**src/rtl/prog_loader_pkg.sv**
```systemverilog
// Shared types and framing constants for the boot-time program loader.
package prog_loader_pkg;

  typedef enum logic [2:0] {
    S_IDLE,
    S_HDR_LO,
    S_HDR_HI,
    S_PAYLOAD,
    S_WRITE,
    S_CSUM,
    S_DONE,
    S_ERR
  } state_t;

  localparam int HDR_BYTES      = 2;
  localparam int CSUM_BYTES     = 1;
  localparam int BYTES_PER_WORD = 4;

  // Total bytes on the wire for an image of the given word count.
  function automatic int frame_bytes(input int words);
    return HDR_BYTES + BYTES_PER_WORD * words + CSUM_BYTES;
  endfunction

  function automatic logic is_idle_like(input state_t s);
    return (s == S_IDLE) || (s == S_DONE) || (s == S_ERR);
  endfunction

endpackage

```
**src/rtl/prog_loader_word_packer.sv**
```systemverilog
// Assembles a stream of bytes into 32-bit little-endian words.
module word_packer
  import prog_loader_pkg::*;
(
  input  logic        clk,
  input  logic        rst,
  input  logic        clear,
  input  logic        load,
  input  logic [7:0]  data,
  output logic [31:0] word,
  output logic        word_full
);

  localparam int IDX_W = $clog2(BYTES_PER_WORD);

  logic [IDX_W-1:0] idx;

  // High on the load that completes a word; the full word is in the buffer next cycle.
  assign word_full = load && (idx == IDX_W'(BYTES_PER_WORD - 1));

  // Shifting in from the top leaves the first byte of a word at bits [7:0].
  always_ff @(posedge clk or posedge rst) begin
    if (rst) begin
      idx  <= '0;
      word <= '0;
    end else if (clear) begin
      idx  <= '0;
      word <= '0;
    end else if (load) begin
      word <= {data, word[31:8]};
      idx  <= idx + 1'b1;
    end
  end

endmodule

```
**src/rtl/prog_loader.sv**
```systemverilog
// Framed byte-stream loader that fills program memory and releases core reset on a good image.
module prog_loader
  import prog_loader_pkg::*;
#(
  parameter int ADDR_W    = 10,
  parameter int MAX_WORDS = 1024
) (
  input  logic              clk,
  input  logic              rst,
  input  logic              start,
  input  logic              byte_valid,
  input  logic [7:0]        byte_data,
  output logic              byte_ready,
  output logic              mem_we,
  output logic [ADDR_W-1:0] mem_addr,
  output logic [31:0]       mem_wdata,
  output logic              core_rst_n,
  output logic              busy,
  output logic              done,
  output logic              err
);

  state_t      state;
  logic [15:0] count;
  logic [7:0]  sum;
  logic        accept;
  logic        pack_load;
  logic        pack_clear;
  logic        word_full;
  logic [15:0] hdr_n;
  logic [15:0] words_written;
  logic [7:0]  csum_total;

  assign accept        = byte_valid && byte_ready;
  assign pack_load     = accept && (state == S_PAYLOAD);
  assign pack_clear    = start && is_idle_like(state);
  assign hdr_n         = {byte_data, count[7:0]};
  assign words_written = 16'(mem_addr) + 16'd1;
  assign csum_total    = sum + byte_data;

  // The packer buffer is itself a register, so it serves directly as the write data.
  word_packer u_packer (
    .clk       (clk),
    .rst       (rst),
    .clear     (pack_clear),
    .load      (pack_load),
    .data      (byte_data),
    .word      (mem_wdata),
    .word_full (word_full)
  );

  always_ff @(posedge clk or posedge rst) begin
    if (rst) begin
      state      <= S_IDLE;
      byte_ready <= 1'b0;
      mem_we     <= 1'b0;
      mem_addr   <= '0;
      core_rst_n <= 1'b0;
      busy       <= 1'b0;
      done       <= 1'b0;
      err        <= 1'b0;
      count      <= '0;
      sum        <= '0;
    end else begin
      mem_we <= 1'b0;
      case (state)
        S_IDLE, S_DONE, S_ERR: begin
          if (start) begin
            state      <= S_HDR_LO;
            byte_ready <= 1'b1;
            busy       <= 1'b1;
            done       <= 1'b0;
            err        <= 1'b0;
            core_rst_n <= 1'b0;
            mem_addr   <= '0;
            count      <= '0;
            sum        <= '0;
          end
        end
        S_HDR_LO: begin
          if (accept) begin
            count[7:0] <= byte_data;
            state      <= S_HDR_HI;
          end
        end
        S_HDR_HI: begin
          if (accept) begin
            count[15:8] <= byte_data;
            if (hdr_n == 16'd0) begin
              state <= S_CSUM;
            end else if (int'(hdr_n) > MAX_WORDS) begin
              state      <= S_ERR;
              byte_ready <= 1'b0;
              busy       <= 1'b0;
              err        <= 1'b1;
              core_rst_n <= 1'b0;
            end else begin
              state <= S_PAYLOAD;
            end
          end
        end
        S_PAYLOAD: begin
          if (accept) begin
            sum <= csum_total;
            if (word_full) begin
              state      <= S_WRITE;
              byte_ready <= 1'b0;
              mem_we     <= 1'b1;
            end
          end
        end
        S_WRITE: begin
          mem_addr   <= mem_addr + 1'b1;
          byte_ready <= 1'b1;
          state      <= (words_written == count) ? S_CSUM : S_PAYLOAD;
        end
        S_CSUM: begin
          if (accept) begin
            byte_ready <= 1'b0;
            busy       <= 1'b0;
            if (csum_total == 8'd0) begin
              state      <= S_DONE;
              done       <= 1'b1;
              core_rst_n <= 1'b1;
            end else begin
              state      <= S_ERR;
              err        <= 1'b1;
              core_rst_n <= 1'b0;
            end
          end
        end
        default: begin
          state      <= S_IDLE;
          byte_ready <= 1'b0;
          busy       <= 1'b0;
        end
      endcase
    end
  end

endmodule

```
**config.mk**
```make
export PLATFORM = sky130hd
export DESIGN_NAME = prog_loader
export DESIGN_NICKNAME = d
export VERILOG_FILES = /design/src/rtl/prog_loader_pkg.sv /design/src/rtl/prog_loader_word_packer.sv /design/src/rtl/prog_loader.sv
export SDC_FILE = /design/constraint.sdc
export NUM_CORES = 1
export LEC_CHECK = 0
export CELL_PAD_IN_SITES_DETAIL_PLACEMENT = 1
export CELL_PAD_IN_SITES_GLOBAL_PLACEMENT = 1
export CORE_UTILIZATION = 42
export CTS_CLUSTER_SIZE = 30
export DETAILED_ROUTE_END_ITERATION = 10
export HOLD_SLACK_MARGIN = 0.06
export PLACE_DENSITY = 0.88
export SETUP_SLACK_MARGIN = 0.15
export SLEW_MARGIN = 40
export SYNTH_ARGS = -nofsm -noshare
export SYNTH_HDL_FRONTEND = slang
export SYNTH_HIERARCHICAL = 1
export SYNTH_SLANG_ARGS = --single-unit
```
**constraint.sdc**
```tcl
create_clock -name clk -period 3.15 [get_ports clk]
set_clock_uncertainty 0.1 [all_clocks]
set_input_delay 0.315 -clock clk [delete_from_list [all_inputs] [get_ports clk]]
set_output_delay 0.315 -clock clk [all_outputs]
set_load 0.05 [all_outputs]
```
==> impl_metrics.toml <==
[yosys]
synth-seq-cells = 77
avgSynthCellArea_sq_um = 9.45
synth_ff_type = "dfrtp_1"
synthArstFlopShare_pct = 100
ys_warn_count = 6
synth_cells = 429
ys_types = 50
syn-num-nets = 451
synth_edf_count = 0
yosysSeqAreaShare_pct = 47.5
syn_area_sq_um = 4050

[run]
drv_cap = 0

[timing]
slew_headroom_pct = 49.1
setup_viol = 0
period_share_pct = 85.8
whs_ps = 304
drv_slew = 0
tns_ps = 0
rsz0062_at_grt = "no"
setup_ws_ps = 449
hold_viol = 0
tightest_slew_ps = 758
fin_crit_ps = 2700
clock.fmax_mhz = 370

[floorplanning]
start_util_pct = 43.7
die_x_um = 100
fp.coreArea_sq_um = 9280
die-area_sq_um = 10000
die_height_um = 100
ioPinCount = 60
rows = 35

[critical_path]
rrSetupSlack_ps = 470
r2r-end = "err"
critPathKind = "in2reg"
crit_family = "compound AO/OA/AOI/OAI gates"
cp_slowest_cell = "clkdlybuf4s50_1"
path_max_fanout = 4
endpoint = "err"
arrival_ps = 2840
reg2reg_from = "sum[0]"
path_depth = 9
required_ps = 3290
worstPathCellList = "clkdlybuf4s50_1, ha_1, fa_1, a211oi_1, o21bai_1, a21oi_1, xor2_1, nand4_1, o41a_1"
worstSetupStartpointType = "primary input"
worst-r2r-cell-count = 8
cp-startpoint = "byte_data[0]"
end_kind = "flop"
critPathMaxStageDelay_ps = 440
cp_num_buf_inv = 1

[detailed_routing]
vias_per_cell = 5.53
drc = 0
drtPass1Iterations = 5
final_antenna_net_count = 0
wl_per_cell_um = 17.8
wl_um = 11100
drtIter0Drc = 148
vias = 3435

[power]
ir_drop_mv = 0.461
leakagePower_uw = 0.00213
power_density_nw_per_um2 = 904

[layout]
layoutNonFillerInstCount = 621
area_growth_pct = 21.3
nets = 509
nFillCells = 1095
multi_input_area_sq_um = 1930
drive_above_1_share_pct = 7.11
antenna_cells = 0
regArea_sq_um = 1930

[cts]
insertion_delay_ps = 360
cts.sinks = 77
numCtsBuffers = 9
cts_root_buffer = "clkbuf_8"
post_cts_resized = 0
clk_pin_slew_ps = 90
h-tree-depth = 3
clock_path_buffers = 2
cts_setup_buffers = 0
cts_tree = "yes"
cts_hold_buf = 0

[grt]
antenna_found_initial = 0
grt_max_degree = 44
grt_pass1_wl_um = 18400
grt_pass1_vias = 3651
grt_util_all_layers_pct = 23.6
overflow = 0

[placement]
place_inst = 605
placement.io_buffers = 59
gp_congestion = 0.917
dp_hpwl_um = 7860
pre_cts_slack_ps = 73.5

[worst_hold_path]
holdCritPathClass = "in2async"

[status]
status = "finished clean"
routing by layer:
metal | track usage [%] | part of all wire, %
met1 | 28.4 | 42
met2 | 41.6 | 52
met3 | 3.97 | 4.1
met4 | 9.92 | 2.3
met5 | 0 | 0
worst min-delay path by stage:
stage	endpoint	startpoint	cells past startpoint	slack, ps
final	u_packer/word[2]	rst	3	300
after global routing	u_packer/word[8]	rst	3	370
after CTS	u_packer/word[8]	rst	3	300
after detailed placement	done	done	2	380
after global placement	busy	busy	2	370
after floorplan	count[8]	byte_data[0]	2	330
state kept, by name, indices dropped and copies added, names as in the netlist:
register,count
mem_we,1
mem_addr,10
u_packer/idx,2
sum,8
byte_ready,1
err,1
state,3
core_rst_n,1
u_packer/word,32
busy,1
count,16
done,1
kinds of logic after synthesis:
| kind of cell | after synthesis | share of synthesized area (%) |
|---|---|---|
| multiplexers | 37 | 9.23 |
| AO/OA/AOI/OAI | 85 | 13.0 |
| adder cells (fa/ha/maj) | 11 | 3.52 |
| flip-flops | 77 | 47.5 |
| buffers and inverters | 34 | 4.91 |
| AND/OR/NAND/NOR | 170 | 18.6 |
| XOR/XNOR | 15 | 3.24 |
worst reg2reg max path: cells and delay by family, from the launching register on:
family	cells	cell delay, ps
adder cells (fa/ha/maj)	2	640
XOR/XNOR	1	210
AO/OA/AOI/OAI	4	970
flip-flops	1	400
AND/OR/NAND/NOR	1	230
Yosys cell counts, types with 2 or more instances:
master / number / area (sq um)
a211o_1: 2 / 17.5
o31ai_1: 6 / 45.0
or3_1: 2 / 12.5
o21ai_0: 40 / 200
and2_1: 6 / 37.5
xor2_1: 6 / 52.6
nand3_1: 17 / 85.1
o2111ai_1: 2 / 17.5
xnor2_1: 9 / 78.8
nor2_1: 46 / 173
inv_1: 11 / 41.3
mux2_2: 3 / 33.8
nor3_1: 10 / 50.1
nor2b_1: 4 / 25.0
and3_1: 2 / 12.5
nand4_1: 2 / 12.5
nand2b_1: 4 / 25.0
buf_4: 3 / 22.5
o311a_1: 2 / 20.0
nor4_1: 3 / 18.8
ha_1: 9 / 113
buf_12: 3 / 60.1
a211oi_1: 2 / 15.0
a31oi_1: 2 / 12.5
mux2i_1: 34 / 340
a21o_1: 3 / 22.5
or4_1: 2 / 15.0
a21oi_1: 9 / 45.0
nand2_1: 68 / 255
o22ai_1: 7 / 43.8
dfrtp_1: 77 / 1930
clkbuf_1: 13 / 48.8
buf_2: 3 / 15.0
layout make-up:
type | count | area share, %
Tap cell | 129 | 3.28
Multi-Input combinational cell | 318 | 39.2
Inverter | 11 | 0.840
Timing Repair Buffer | 70 | 13.7
Clock inverter | 7 | 1.27
Sequential cell | 77 | 39.2
Clock buffer | 9 | 2.52
power breakdown:
part	switching, uW	internal, uW
sequential	302	1280
combinational	1360	781
clock	417	304
through the flow:
| stage | area, sq um | total power, uW | utilization [%] |
|---|---|---|---|
| 2_1_floorplan | 4050 | 3100 | - |
| 3_3_place_gp | 4730 | 3600 | 50.9 |
| 3_5_place_dp | 4730 | 3730 | 50.9 |
| 4_1_cts | 4920 | 4480 | 53.0 |
| 5_1_grt | 4920 | 4720 | 53.0 |
| 6_report | 4920 | 4440 | 53.0 |
placed cells by master (no fill, tap or decap), drive strengths merged, types with 3 or more instances in the layout:
cell type / n
o22ai: 7
xor2: 6
inv: 16
mux2i: 34
dfrtp: 77
o31ai: 6
clkbuf: 9
nor2b: 4
and2: 6
buf: 11
xnor2: 9
mux2: 3
a21oi: 9
a21o: 3
nand2b: 4
nor2: 47
nand3: 17
o21ai: 41
nor4: 3
nand2: 68
nor3: 10
ha: 9
clkdlybuf4s50: 59
(Power assumes the default switching activity.)
